===== src/rtl/mem_port_arbiter.sv =====
// Single-port memory arbiter: instruction fetch vs. load/store with round-robin fairness,
// one outstanding access at a time. Define ARBITER_DEBUG_PORT_EN to add a top-priority dbg_* port.
module mem_port_arbiter #(
    parameter int ADDR_WIDTH = 32,
    parameter int DATA_WIDTH = 32,
    parameter int RD_LATENCY = 1
) (
    input  logic                    clk,
    input  logic                    reset,
    input  logic                    if_req,
    input  logic [ADDR_WIDTH-1:0]   if_addr,
    output logic                    if_gnt,
    output logic                    if_rvalid,
    output logic [DATA_WIDTH-1:0]   if_rdata,
    input  logic                    d_req,
    input  logic                    d_we,
    input  logic [DATA_WIDTH/8-1:0] d_be,
    input  logic [ADDR_WIDTH-1:0]   d_addr,
    input  logic [DATA_WIDTH-1:0]   d_wdata,
    output logic                    d_gnt,
    output logic                    d_rvalid,
    output logic [DATA_WIDTH-1:0]   d_rdata,
`ifdef ARBITER_DEBUG_PORT_EN
    input  logic                    dbg_req,
    input  logic                    dbg_we,
    input  logic [DATA_WIDTH/8-1:0] dbg_be,
    input  logic [ADDR_WIDTH-1:0]   dbg_addr,
    input  logic [DATA_WIDTH-1:0]   dbg_wdata,
    output logic                    dbg_gnt,
    output logic                    dbg_rvalid,
    output logic [DATA_WIDTH-1:0]   dbg_rdata,
`endif
    output logic                    mem_en,
    output logic                    mem_we,
    output logic [DATA_WIDTH/8-1:0] mem_be,
    output logic [ADDR_WIDTH-3:0]   mem_addr,
    output logic [DATA_WIDTH-1:0]   mem_wdata,
    input  logic [DATA_WIDTH-1:0]   mem_rdata
);

`ifdef ARBITER_DEBUG_PORT_EN
    localparam int NREQ = 3;
`else
    localparam int NREQ = 2;
`endif
    localparam int BE_W  = DATA_WIDTH/8;
    localparam int WA_W  = ADDR_WIDTH-2;
    localparam int SEL_W = $clog2(NREQ);
    localparam int LAT_W = $clog2(RD_LATENCY+1);
    localparam logic [LAT_W-1:0] LAT_LAST = LAT_W'(RD_LATENCY);
    localparam logic [LAT_W-1:0] LAT_ONE  = LAT_W'(1);
    localparam logic [SEL_W-1:0] SEL_IF   = SEL_W'(0);
    localparam logic [SEL_W-1:0] SEL_D    = SEL_W'(1);
`ifdef ARBITER_DEBUG_PORT_EN
    localparam logic [SEL_W-1:0] SEL_DBG  = SEL_W'(2);
`endif

    typedef enum logic {ST_IDLE, ST_WAIT} state_t;

    state_t           state_reg, state_next;
    logic [LAT_W-1:0] lat_cnt_reg, lat_cnt_next;
    logic [SEL_W-1:0] owner_reg, owner_next;
    logic             owner_we_reg, owner_we_next;
    logic             rr_prefer_data_reg, rr_prefer_data_next;
    logic [SEL_W-1:0] sel;
    logic             sel_valid;
    logic             rsp_fire;

    logic [NREQ-1:0]                 req_vec, we_vec, gnt_vec, rvalid_vec;
    logic [NREQ-1:0][BE_W-1:0]       be_vec;
    logic [NREQ-1:0][WA_W-1:0]       waddr_vec;
    logic [NREQ-1:0][DATA_WIDTH-1:0] wdata_vec, rdata_vec;
    logic                            addr_lsb_unused;

    // Fetches are always full-word reads.
    assign req_vec[SEL_IF]   = if_req;
    assign we_vec[SEL_IF]    = 1'b0;
    assign be_vec[SEL_IF]    = '1;
    assign waddr_vec[SEL_IF] = if_addr[ADDR_WIDTH-1:2];
    assign wdata_vec[SEL_IF] = '0;
    assign if_gnt            = gnt_vec[SEL_IF];
    assign if_rvalid         = rvalid_vec[SEL_IF];
    assign if_rdata          = rdata_vec[SEL_IF];

    assign req_vec[SEL_D]    = d_req;
    assign we_vec[SEL_D]     = d_we;
    assign be_vec[SEL_D]     = d_be;
    assign waddr_vec[SEL_D]  = d_addr[ADDR_WIDTH-1:2];
    assign wdata_vec[SEL_D]  = d_wdata;
    assign d_gnt             = gnt_vec[SEL_D];
    assign d_rvalid          = rvalid_vec[SEL_D];
    assign d_rdata           = rdata_vec[SEL_D];

`ifdef ARBITER_DEBUG_PORT_EN
    assign req_vec[SEL_DBG]   = dbg_req;
    assign we_vec[SEL_DBG]    = dbg_we;
    assign be_vec[SEL_DBG]    = dbg_be;
    assign waddr_vec[SEL_DBG] = dbg_addr[ADDR_WIDTH-1:2];
    assign wdata_vec[SEL_DBG] = dbg_wdata;
    assign dbg_gnt            = gnt_vec[SEL_DBG];
    assign dbg_rvalid         = rvalid_vec[SEL_DBG];
    assign dbg_rdata          = rdata_vec[SEL_DBG];
    assign addr_lsb_unused    = ^{if_addr[1:0], d_addr[1:0], dbg_addr[1:0]};
`else
    assign addr_lsb_unused    = ^{if_addr[1:0], d_addr[1:0]};
`endif

    assign rsp_fire = (state_reg == ST_WAIT) && (lat_cnt_reg == LAT_LAST);

    always_comb begin
        sel       = SEL_IF;
        sel_valid = 1'b0;
`ifdef ARBITER_DEBUG_PORT_EN
        if (req_vec[SEL_DBG]) begin
            sel       = SEL_DBG;
            sel_valid = 1'b1;
        end else
`endif
        if (req_vec[SEL_IF] && req_vec[SEL_D]) begin
            sel       = rr_prefer_data_reg ? SEL_D : SEL_IF;
            sel_valid = 1'b1;
        end else if (req_vec[SEL_IF]) begin
            sel       = SEL_IF;
            sel_valid = 1'b1;
        end else if (req_vec[SEL_D]) begin
            sel       = SEL_D;
            sel_valid = 1'b1;
        end
    end

    always_comb begin
        state_next          = state_reg;
        lat_cnt_next        = lat_cnt_reg;
        owner_next          = owner_reg;
        owner_we_next       = owner_we_reg;
        rr_prefer_data_next = rr_prefer_data_reg;
        gnt_vec             = '0;
        mem_en              = 1'b0;
        mem_we              = 1'b0;
        mem_be              = '0;
        mem_addr            = '0;
        mem_wdata           = '0;
        case (state_reg)
            ST_IDLE: begin
                // Grants are held off while reset is asserted so every output reads zero.
                if (sel_valid && reset) begin
                    gnt_vec[sel]  = 1'b1;
                    mem_en        = 1'b1;
                    mem_we        = we_vec[sel];
                    mem_be        = be_vec[sel];
                    mem_addr      = waddr_vec[sel];
                    mem_wdata     = wdata_vec[sel];
                    owner_next    = sel;
                    owner_we_next = we_vec[sel];
                    lat_cnt_next  = LAT_ONE;
                    state_next    = ST_WAIT;
                    if (sel == SEL_IF) begin
                        rr_prefer_data_next = 1'b1;
                    end else if (sel == SEL_D) begin
                        rr_prefer_data_next = 1'b0;
                    end
                end
            end
            ST_WAIT: begin
                if (rsp_fire) begin
                    lat_cnt_next = '0;
                    state_next   = ST_IDLE;
                end else begin
                    lat_cnt_next = lat_cnt_reg + LAT_ONE;
                end
            end
            default: state_next = ST_IDLE;
        endcase
    end

    always_ff @(posedge clk or negedge reset) begin
        if (!reset) begin
            state_reg          <= ST_IDLE;
            lat_cnt_reg        <= '0;
            owner_reg          <= SEL_IF;
            owner_we_reg       <= 1'b0;
            rr_prefer_data_reg <= 1'b0;
        end else begin
            state_reg          <= state_next;
            lat_cnt_reg        <= lat_cnt_next;
            owner_reg          <= owner_next;
            owner_we_reg       <= owner_we_next;
            rr_prefer_data_reg <= rr_prefer_data_next;
        end
    end

    // Read data is forwarded in the rvalid cycle and then held in the owner's register.
    for (genvar gi = 0; gi < NREQ; gi++) begin : g_rsp
        logic [DATA_WIDTH-1:0] rdata_reg;
        logic                  load;

        assign rvalid_vec[gi] = rsp_fire && (owner_reg == SEL_W'(gi));
        assign load           = rvalid_vec[gi] && !owner_we_reg;
        assign rdata_vec[gi]  = load ? mem_rdata : rdata_reg;

        always_ff @(posedge clk or negedge reset) begin
            if (!reset) begin
                rdata_reg <= '0;
            end else if (load) begin
                rdata_reg <= mem_rdata;
            end
        end
    end

endmodule


===== config.mk =====
export PLATFORM = sky130hd
export DESIGN_NAME = mem_port_arbiter
export DESIGN_NICKNAME = d
export VERILOG_FILES = /design/src/rtl/mem_port_arbiter.sv
export SDC_FILE = /design/constraint.sdc
export NUM_CORES = 1
export LEC_CHECK = 0
export BUFFER_PORTS_ARGS = -buffer_cell sky130_fd_sc_hd__clkbuf_2
export CORE_AREA = 3 3 105 107
export CTS_BUF_LIST = sky130_fd_sc_hd__clkbuf_2
export CTS_CLUSTER_DIAMETER = 200
export DETAILED_ROUTE_END_ITERATION = 16
export DIE_AREA = 0 0 108 110
export GPL_TIMING_DRIVEN = 0
export HOLD_SLACK_MARGIN = 0.03
export PLACE_DENSITY_LB_ADDON = 0.2
export SYNTH_ARGS = -nofsm -noshare
export SYNTH_HDL_FRONTEND = slang
export SYNTH_SLANG_ARGS = --single-unit
export TNS_END_PERCENT = 20

===== constraint.sdc =====
create_clock -name clk -period 1.7 [get_ports clk]
set_input_delay 0 -clock clk [delete_from_list [all_inputs] [get_ports clk]]
set_output_delay 0 -clock clk [all_outputs]
set_load 0.005 [all_outputs]

======== Yosys cells after proc, flatten, opt, wreduce, memory -nomap -nowiden ========
Cells that the tools add are included.
operators by class
  bitwise operators ....................... 2
  equality and inequality tests ........... 1
  mux-type cells .......................... 36
  $lt $le $gt $ge ......................... 2
  add/sub/neg operators ................... 1
  reduce and logical (&&, ||, !) cells .... 10
operator list
  operator                                                                       number
  32-bit two-way mux                                                             6
  30-bit two-way mux                                                             4
  1-bit two-way mux                                                              17
  4-bit two-way mux                                                              4
  1-bit logical AND                                                              8
  2-bit two-way mux                                                              2
  1-bit case mux with 2 select lines                                             2
  1-bit by 2-bit less-than comparator with 1-bit output (second input constant)  1
  2-bit inequality test (second input constant)                                  1
  1-bit inverter                                                                 2
  2-bit AND reduction                                                            1
  1-bit adder (second input constant)                                            1
  1-bit demux with 1-bit select                                                  1
  1-bit greater-or-equal comparator (second input constant)                      1
  1-bit logical NOT                                                              1
word-level totals
  output and inout bits ................... 136
  register bits ........................... 69
  word-level logic and storage cells ...... 59

======== Longest topological paths before layout ========
Gate-level depths: netlist (run 1).
  word-level depth ........................ 9
  gate-level depth with buffers ........... 5
  depth with buffers taken out ............ 4

======== Worst setup path before layout (run 1) ========
OpenSTA, ideal clock, no wires.
  path type ............................... register to register
  start ................................... register state_reg
  end ..................................... register g_rsp[0].rdata_reg[30]
  buffers on the path ..................... 1
  data arrival time ....................... 1266 ps
  data required time ...................... 1561 ps
  setup slack ............................. 295 ps
  cell stages (with the launch flop) ...... 5
  period minus slack after synthesis ...... 1405 ps
  cells stage by stage .................... dfrtp_1 nand2_1 nor3_4 buf_6 mux2_1
between the ends
  word-level cells in the longest chain between the ends .. 4
RTL lines
  item                      RTL line  source
  start: declaration        60        state_t state_reg, state_next;
  start signal: assignment  184       state_reg <= state_next;
  1-bit logical AND         108       assign rsp_fire = (state_reg == ST_WAIT) && (lat_cnt_reg == LAT_LAST);
  1-bit logical AND         197       assign rvalid_vec[gi] = rsp_fire && (owner_reg == SEL_W'(gi));
  1-bit logical AND         198       assign load = rvalid_vec[gi] && !owner_we_reg;
  32-bit two-way mux        --
  named net if_rdata[30]    14        output logic [DATA_WIDTH-1:0] if_rdata,
  end signal: assignment    205       rdata_reg <= mem_rdata;
  end: declaration          194       logic [DATA_WIDTH-1:0] rdata_reg;
The timed path passes the listed nets, and every way through them passes these cells.
A chain may end at the register's enable or synchronous reset.

======== Worst setup path in the final report (run 1) ========
  start ................................... register state_reg
  end ..................................... output port mem_addr[18]
between the ends
  word-level cells in the longest chain between the ends .. 1
RTL lines
  item                RTL line  source
  30-bit two-way mux  143       case (state_reg)
  end: declaration    36        output logic [ADDR_WIDTH-3:0] mem_addr,
No other way between the ends.

==> summary.txt, run 1 <==
DRC: 0
Final setup violation count: 131
Synth Register Bits: 69
Peak VDD IR: 0.737 mV
Worst-path clk slew: 0.19 ns
Avg Vias per Cell: 4.52
Initial Utilization: 32.9%
Max Cap Viol: 0
Sequential cell area: 1730 um2
Area delta synth->final: 76.7%
Fin crit period: 1.97 ns
Root buf cell: clkbuf_2
Cell variety after synth: 27
Synth Flop Type: dfrtp_1
GRT overflow: 0
Layout Nets: 709
CP Data Arrival Time: 1.97 ns
Unrepaired setup endpoints after global routing: true
Worst-Margin Slew: 0.885 ns
Clock power frac: 14.1%
Placed Cells: 645
WHS: 0.115 ns
Hpwl dp: 9280 um
Worst R2R Setup Slack: 0.14 ns
Initial antenna violation count: 0
Worst Path Required: 1.70 ns
Share of cells above drive strength 1: 68.3%
Die Wd: 108 um
Area contributors post-synth: dfrtp_1 51%, mux2_4 13%, mux2_2 11%
Area of the multi-input gates: 1600 um2
Clock Tree Buf Depth: 2
Syn_area_per_cell: 14.0 um2
Critical Path Source Type: register
Layout Cells excl Fill: 713
Fin. max-slew vios: 0
GPL Wtd Cong: 0.781
ANT cells: 0
TritonCTS clock tree: built
First-pass GRT wire length: 17100 um
TritonRoute pass-1 iters: 4
Post-synth ARST share: 100%
H-tree depth: 3
Setup TNS: -28.34 ns
Post-Syn Instances: 240
Max Fanout on Critical Path: 10
Mapped cell area: 3360 um2
Total CTS buffers: 9
Number of flops mapped to enable cells by yosys: 0
Min-delay worst type: in2reg
Worst Reg-to-Reg Cells: 5
Most common cell in the synthesized netlist: dfrtp_1
Vias in the first global route: 3300
Max FFs per register: 64
Clock tree sinks: 69
Detailed Route WL: 12200 um
Crit. End Element: output port
Core area: 10200 um2
Switch share: 31.1%
Skew final: 0.0185 ns
Clock latency on the worst-skew pair: 0.49 ns
Int Pwr: 5.95 mW
Combinational fraction of design power: 54.2%
Total track usage: 18.7%
Initial DRC Count: 102
Status: finished, violations left
Failing checks: setup timing
Part of the Yosys area used for sequential elements: 51.3%
Final Total Pwr: 8.64 mW
Vert. Die Dim: 110 um
Final worst path period share: 116%
Worst setup margin: -0.270 ns
Hold Crit Depth: 4
Pleak: 3.31 nW
I/O Buffers: 268
Die ar.: 11900 um2
Commonest cells post-synth: 69 x dfrtp_1, 33 x and2_1, 32 x mux2_2
Largest area contributor in the netlist: dfrtp_1
Setup CP Type: reg2out
Yosys top cell area share: 51.3%
Rows: 37
Via count: 3222
WL/cell: 17.1 um
Fin. Hold Viols: 0
Antenna Nets Post-Route: 0
# IOs: 273
Sequential share of power: 31.7%
Slew headroom: 40.8%
Fmax: 508 MHz
Synth warnings: 0
Net load switching power: 2.68 mW
Fillers: 893
Mapped Nets: 377
Power density cells: 1450 nW/um2
Largest net degree at the start of global routing: 53
placed cells by master, fill, tap and decap left out, types with 2 or more instances in the layout:
cell type        n
inv_1            3
clkbuf_8         3
mux2_2           3
dfrtp_1         67
buf_4           11
clkbuf_16        3
buf_6           18
nor3_4           2
buf_8            6
clkbuf_4         2
mux2_4          61
a21o_1           4
and2_1          30
buf_12           5
dlygate4sd3_1   35
clkbuf_2       241
bufinv_16        3
nor2b_1          2
nand2_1          2
dfrtp_2          2
buf_2           23
a22o_1          31
and2_4           3
power groups by stage:
stage	Combinational, mW	Clock [mW]	Sequential [mW]
after floorplan	2.20	0	2.67
after global placement	3.80	0	2.71
after detailed placement	3.86	0	2.76
after CTS	4.28	1.26	2.73
after global routing	5.05	1.33	2.84
final	4.68	1.22	2.74
logic make-up after synthesis:
family                    share of synthesized area (%)
DFF                                                51.3
muxes                                              24.8
xor gates and xnor gates                          0.260
AOI/OAI and AO/OA                                  9.67
buffers and inverters                              5.39
and+or+nand+nor                                    8.56
area by class of cell:
class	instances	share of cell area, %
Timing Repair Buffer	321	33.8
Sequential cell	69	29.1
Multi-Input combinational cell	149	26.9
Buffer	18	4.34
Tap cell	136	2.86
Clock inverter	6	1.85
Clock buffer	10	0.842
Inverter	4	0.253
routing by layer:
layer	wire (um)	GRT usage (%)
met5	0	0
met4	248	6.76
met3	847	5.18
met2	6340	32.8
met1	4760	22.0
worst max-delay path: stages, from the launching register on:
cell	delay [ns]
dfrtp_2	0.48
nand2b_4	0.16
nor3_4	0.25
buf_4	0.19
buf_6	0.14
a22o_1	0.15
clkbuf_2	0.12
final timing paths:
kind	start	endpoint
min in group asynchronous	reset	g_rsp[1].rdata_reg[27]$_DFF_PN0_
max	state_reg$_DFF_PN0_	mem_addr[18]
max in group asynchronous	reset	g_rsp[0].rdata_reg[13]$_DFF_PN0_
min	d_req	lat_cnt_reg$_DFFE_PN0P_
max reg2reg	owner_reg$_DFFE_PN0P_	g_rsp[0].rdata_reg[21]$_DFF_PN0_
min reg2reg	g_rsp[1].rdata_reg[23]$_DFF_PN0_	g_rsp[1].rdata_reg[23]$_DFF_PN0_
metrics by stage:
| stage | instance area, um2 | setup WS, ns | utilization [%] |
|---|---|---|---|
| 3_3_place_gp | 4870 | -0.831 | 47.6 |
| 5_1_grt | 5940 | -0.425 | 58.1 |
| 6_report | 5940 | -0.270 | 58.1 |
| 3_5_place_dp | 4900 | 0.0744 | 47.9 |
| 2_1_floorplan | 3360 | 0.295 | - |
| 4_1_cts | 5670 | -0.365 | 55.4 |
repair_timing:
item	in CTS	in global routing
hold buffers	36	0
gates cloned	1	5
resized for setup	52	68
buffers inserted	5	5
endpoints found under the setup margin	134	135
pin swaps	2	9
endpoints found under the hold margin	138	0
Note: power is estimated with default switching activity, not from simulation.
==> run 2: changes to the inputs <==
ABC_CLOCK_PERIOD_IN_PS = 1700   (was default)
CORE_AREA = 4 4 103 105   (was 3 3 105 107)
DIE_AREA = 0 0 107 109   (was 0 0 108 110)
==> run 2 against run 1 <==
Net effect: die area fell by 1.8%; global-route usage rose by 2.0 points; clock skew fell by 0.0092 ns; clock power fell by 15%; sequential power barely moved; non-clock buffer count rose by 4; count of clock-buffer cells in the layout did not move; combinational power barely moved; the run ends with hold timing, setup timing left; critical path depth did not move; largest cell class unchanged.
==> summary.txt, run 2 (synthesized netlist as in run 1, its figures left out) <==
Status: finished, violations left
Failing checks: hold timing, setup timing
Clock latency on the worst-skew pair: 0.49 ns
Slowest cell on crit path: dfrtp_2
Unrepaired setup endpoints after global routing: true
# IOs: 273
GPL Wtd Cong: 0.876
Share of cells above drive strength 1: 68.7%
Layout Cells excl Fill: 715
WL/cell: 17.8 um
Root buf cell: clkbuf_2
Max Cap Viol: 0
Fillers: 840
Crit. End Element: output port
Placed Cells: 642
Clock Tree Buf Depth: 2
Largest net degree at the start of global routing: 66
Hpwl dp: 9610 um
Max FFs per register: 64
Critical Path Source Type: register
Core area: 9640 um2
Final setup violation count: 131
Initial antenna violation count: 1
Initial Utilization: 34.9%
DR top layer: met4
Peak VDD IR: 0.532 mV
CP Data Arrival Time: 2.02 ns
Fin area: 5870 um2
Min-delay worst type: in2async
WP buf/inv: 3
Worst Path Required: 1.70 ns
Pleak: 3.30 nW
Delay-heaviest family, CP: flip-flops
TritonCTS clock tree: built
Fmax: 495 MHz
Power density cells: 1450 nW/um2
Vert. Die Dim: 109 um
Max Fanout on Critical Path: 5
TritonRoute pass-1 iters: 4
Antenna Nets Post-Route: 0
Skew final: 0.00931 ns
Initial DRC Count: 151
Detailed Route WL: 12700 um
GRT overflow: 0
M1 WL: 4470 um
First-pass GRT wire length: 18300 um
Fin. max-slew vios: 0
WHS: -0.667 ns
Most used cell along the critical path: buf_6
Area delta synth->final: 74.5%
Die Wd: 107 um
Dpl ws: 0.0212 ns
Placed cell areas: 4900 um2
Clock tree sinks: 69
Worst setup margin: -0.319 ns
Fin. Hold Viols: 69
Routed length on met3: 923 um
Commonest non-fill, non-tap cells in the layout: 260 x clkbuf_2, 67 x dfrtp_1, 63 x mux2_4
Worst-path clk slew: 0.17 ns
CP cell instances: nand2b_4, nor3_4, buf_6, buf_6, a22o_1, buf_2
Slew headroom: 78.6%
H-tree depth: 3
Hold buffers post-CTS: 35
Setup CP Type: reg2out
Total track usage: 20.7%
Via count: 3218
Most common library cell in the layout ignoring fill and taps: clkbuf_2
I/O Buffers: 268
Layout Nets: 713
Rows: 36
Slowest cell delay on critical path: 0.47 ns
Total CTS buffers: 9
Routed wl met2: 7010 um
Fin crit period: 2.02 ns
Final Total Pwr: 8.48 mW
Die ar.: 11700 um2
Avg Vias per Cell: 4.50
DRC: 0
Final worst path period share: 119%
Vias in the first global route: 3485
Worst-Margin Slew: 0.322 ns
run 2: final timing paths:
check / start / endpoint / slack (ns) / cells after the start
min: reset / g_rsp[1].rdata_reg[22]$_DFF_PN0_ / -0.67 / 1
max: state_reg$_DFF_PN0_ / mem_addr[25] / -0.32 / 6
min reg2reg: g_rsp[1].rdata_reg[4]$_DFF_PN0_ / g_rsp[1].rdata_reg[4]$_DFF_PN0_ / 0.52 / 1
max in group asynchronous: reset / owner_reg$_DFFE_PN0P_ / 1.83 / 2
max reg2reg: owner_reg$_DFFE_PN0P_ / g_rsp[0].rdata_reg[6]$_DFF_PN0_ / 0.17 / 5
min in group clk: d_req / lat_cnt_reg$_DFFE_PN0P_ / 0.13 / 4
run 2: final cells by class:
| type | count | area, um2 | share of cell area (%) |
|---|---|---|---|
| Antenna cell | 1 | 2.50 | 0.0426 |
| Buffer | 18 | 255 | 4.35 |
| Clock buffer | 10 | 50.0 | 0.853 |
| Clock inverter | 6 | 77.6 | 1.32 |
| Inverter | 4 | 15.0 | 0.256 |
| Multi-Input combinational cell | 149 | 1620 | 27.6 |
| Sequential cell | 69 | 1730 | 29.5 |
| Tap cell | 133 | 166 | 2.84 |
| Timing Repair Buffer | 325 | 1950 | 33.2 |
run 2: where the power goes:
group | total (mW) | leakage [nW] | internal, mW | switching, mW
registers | 2.76 | 0.814 | 2.46 | 0.300
logic | 4.69 | 2.41 | 2.87 | 1.83
clock network | 1.04 | 0.0808 | 0.480 | 0.556
run 2: timing repair:
item | CTS | global route
setup endpoints to repair | 134 | 135
endpoints found under the hold margin | 138 | 69
buffers inserted | 6 | 10
cloned | 3 | 2
resized for setup | 46 | 53
pin swaps | 6 | 17
run 2: metrics by stage:
step | util [%] | TNS, ns
4_1_cts | 58.1 | -39.92
2_1_floorplan | - | 0
5_1_grt | 60.9 | -49.44
3_5_place_dp | 50.8 | 0
6_report | 60.9 | -29.67
3_3_place_gp | 50.5 | -50.70
run 2: routing by layer:
layer	global-route usage [%]	vias up
li1	-	1525
met1	21.1	1532
met2	39.7	144
met3	6.04	17
met4	7.85	0
met5	0	-
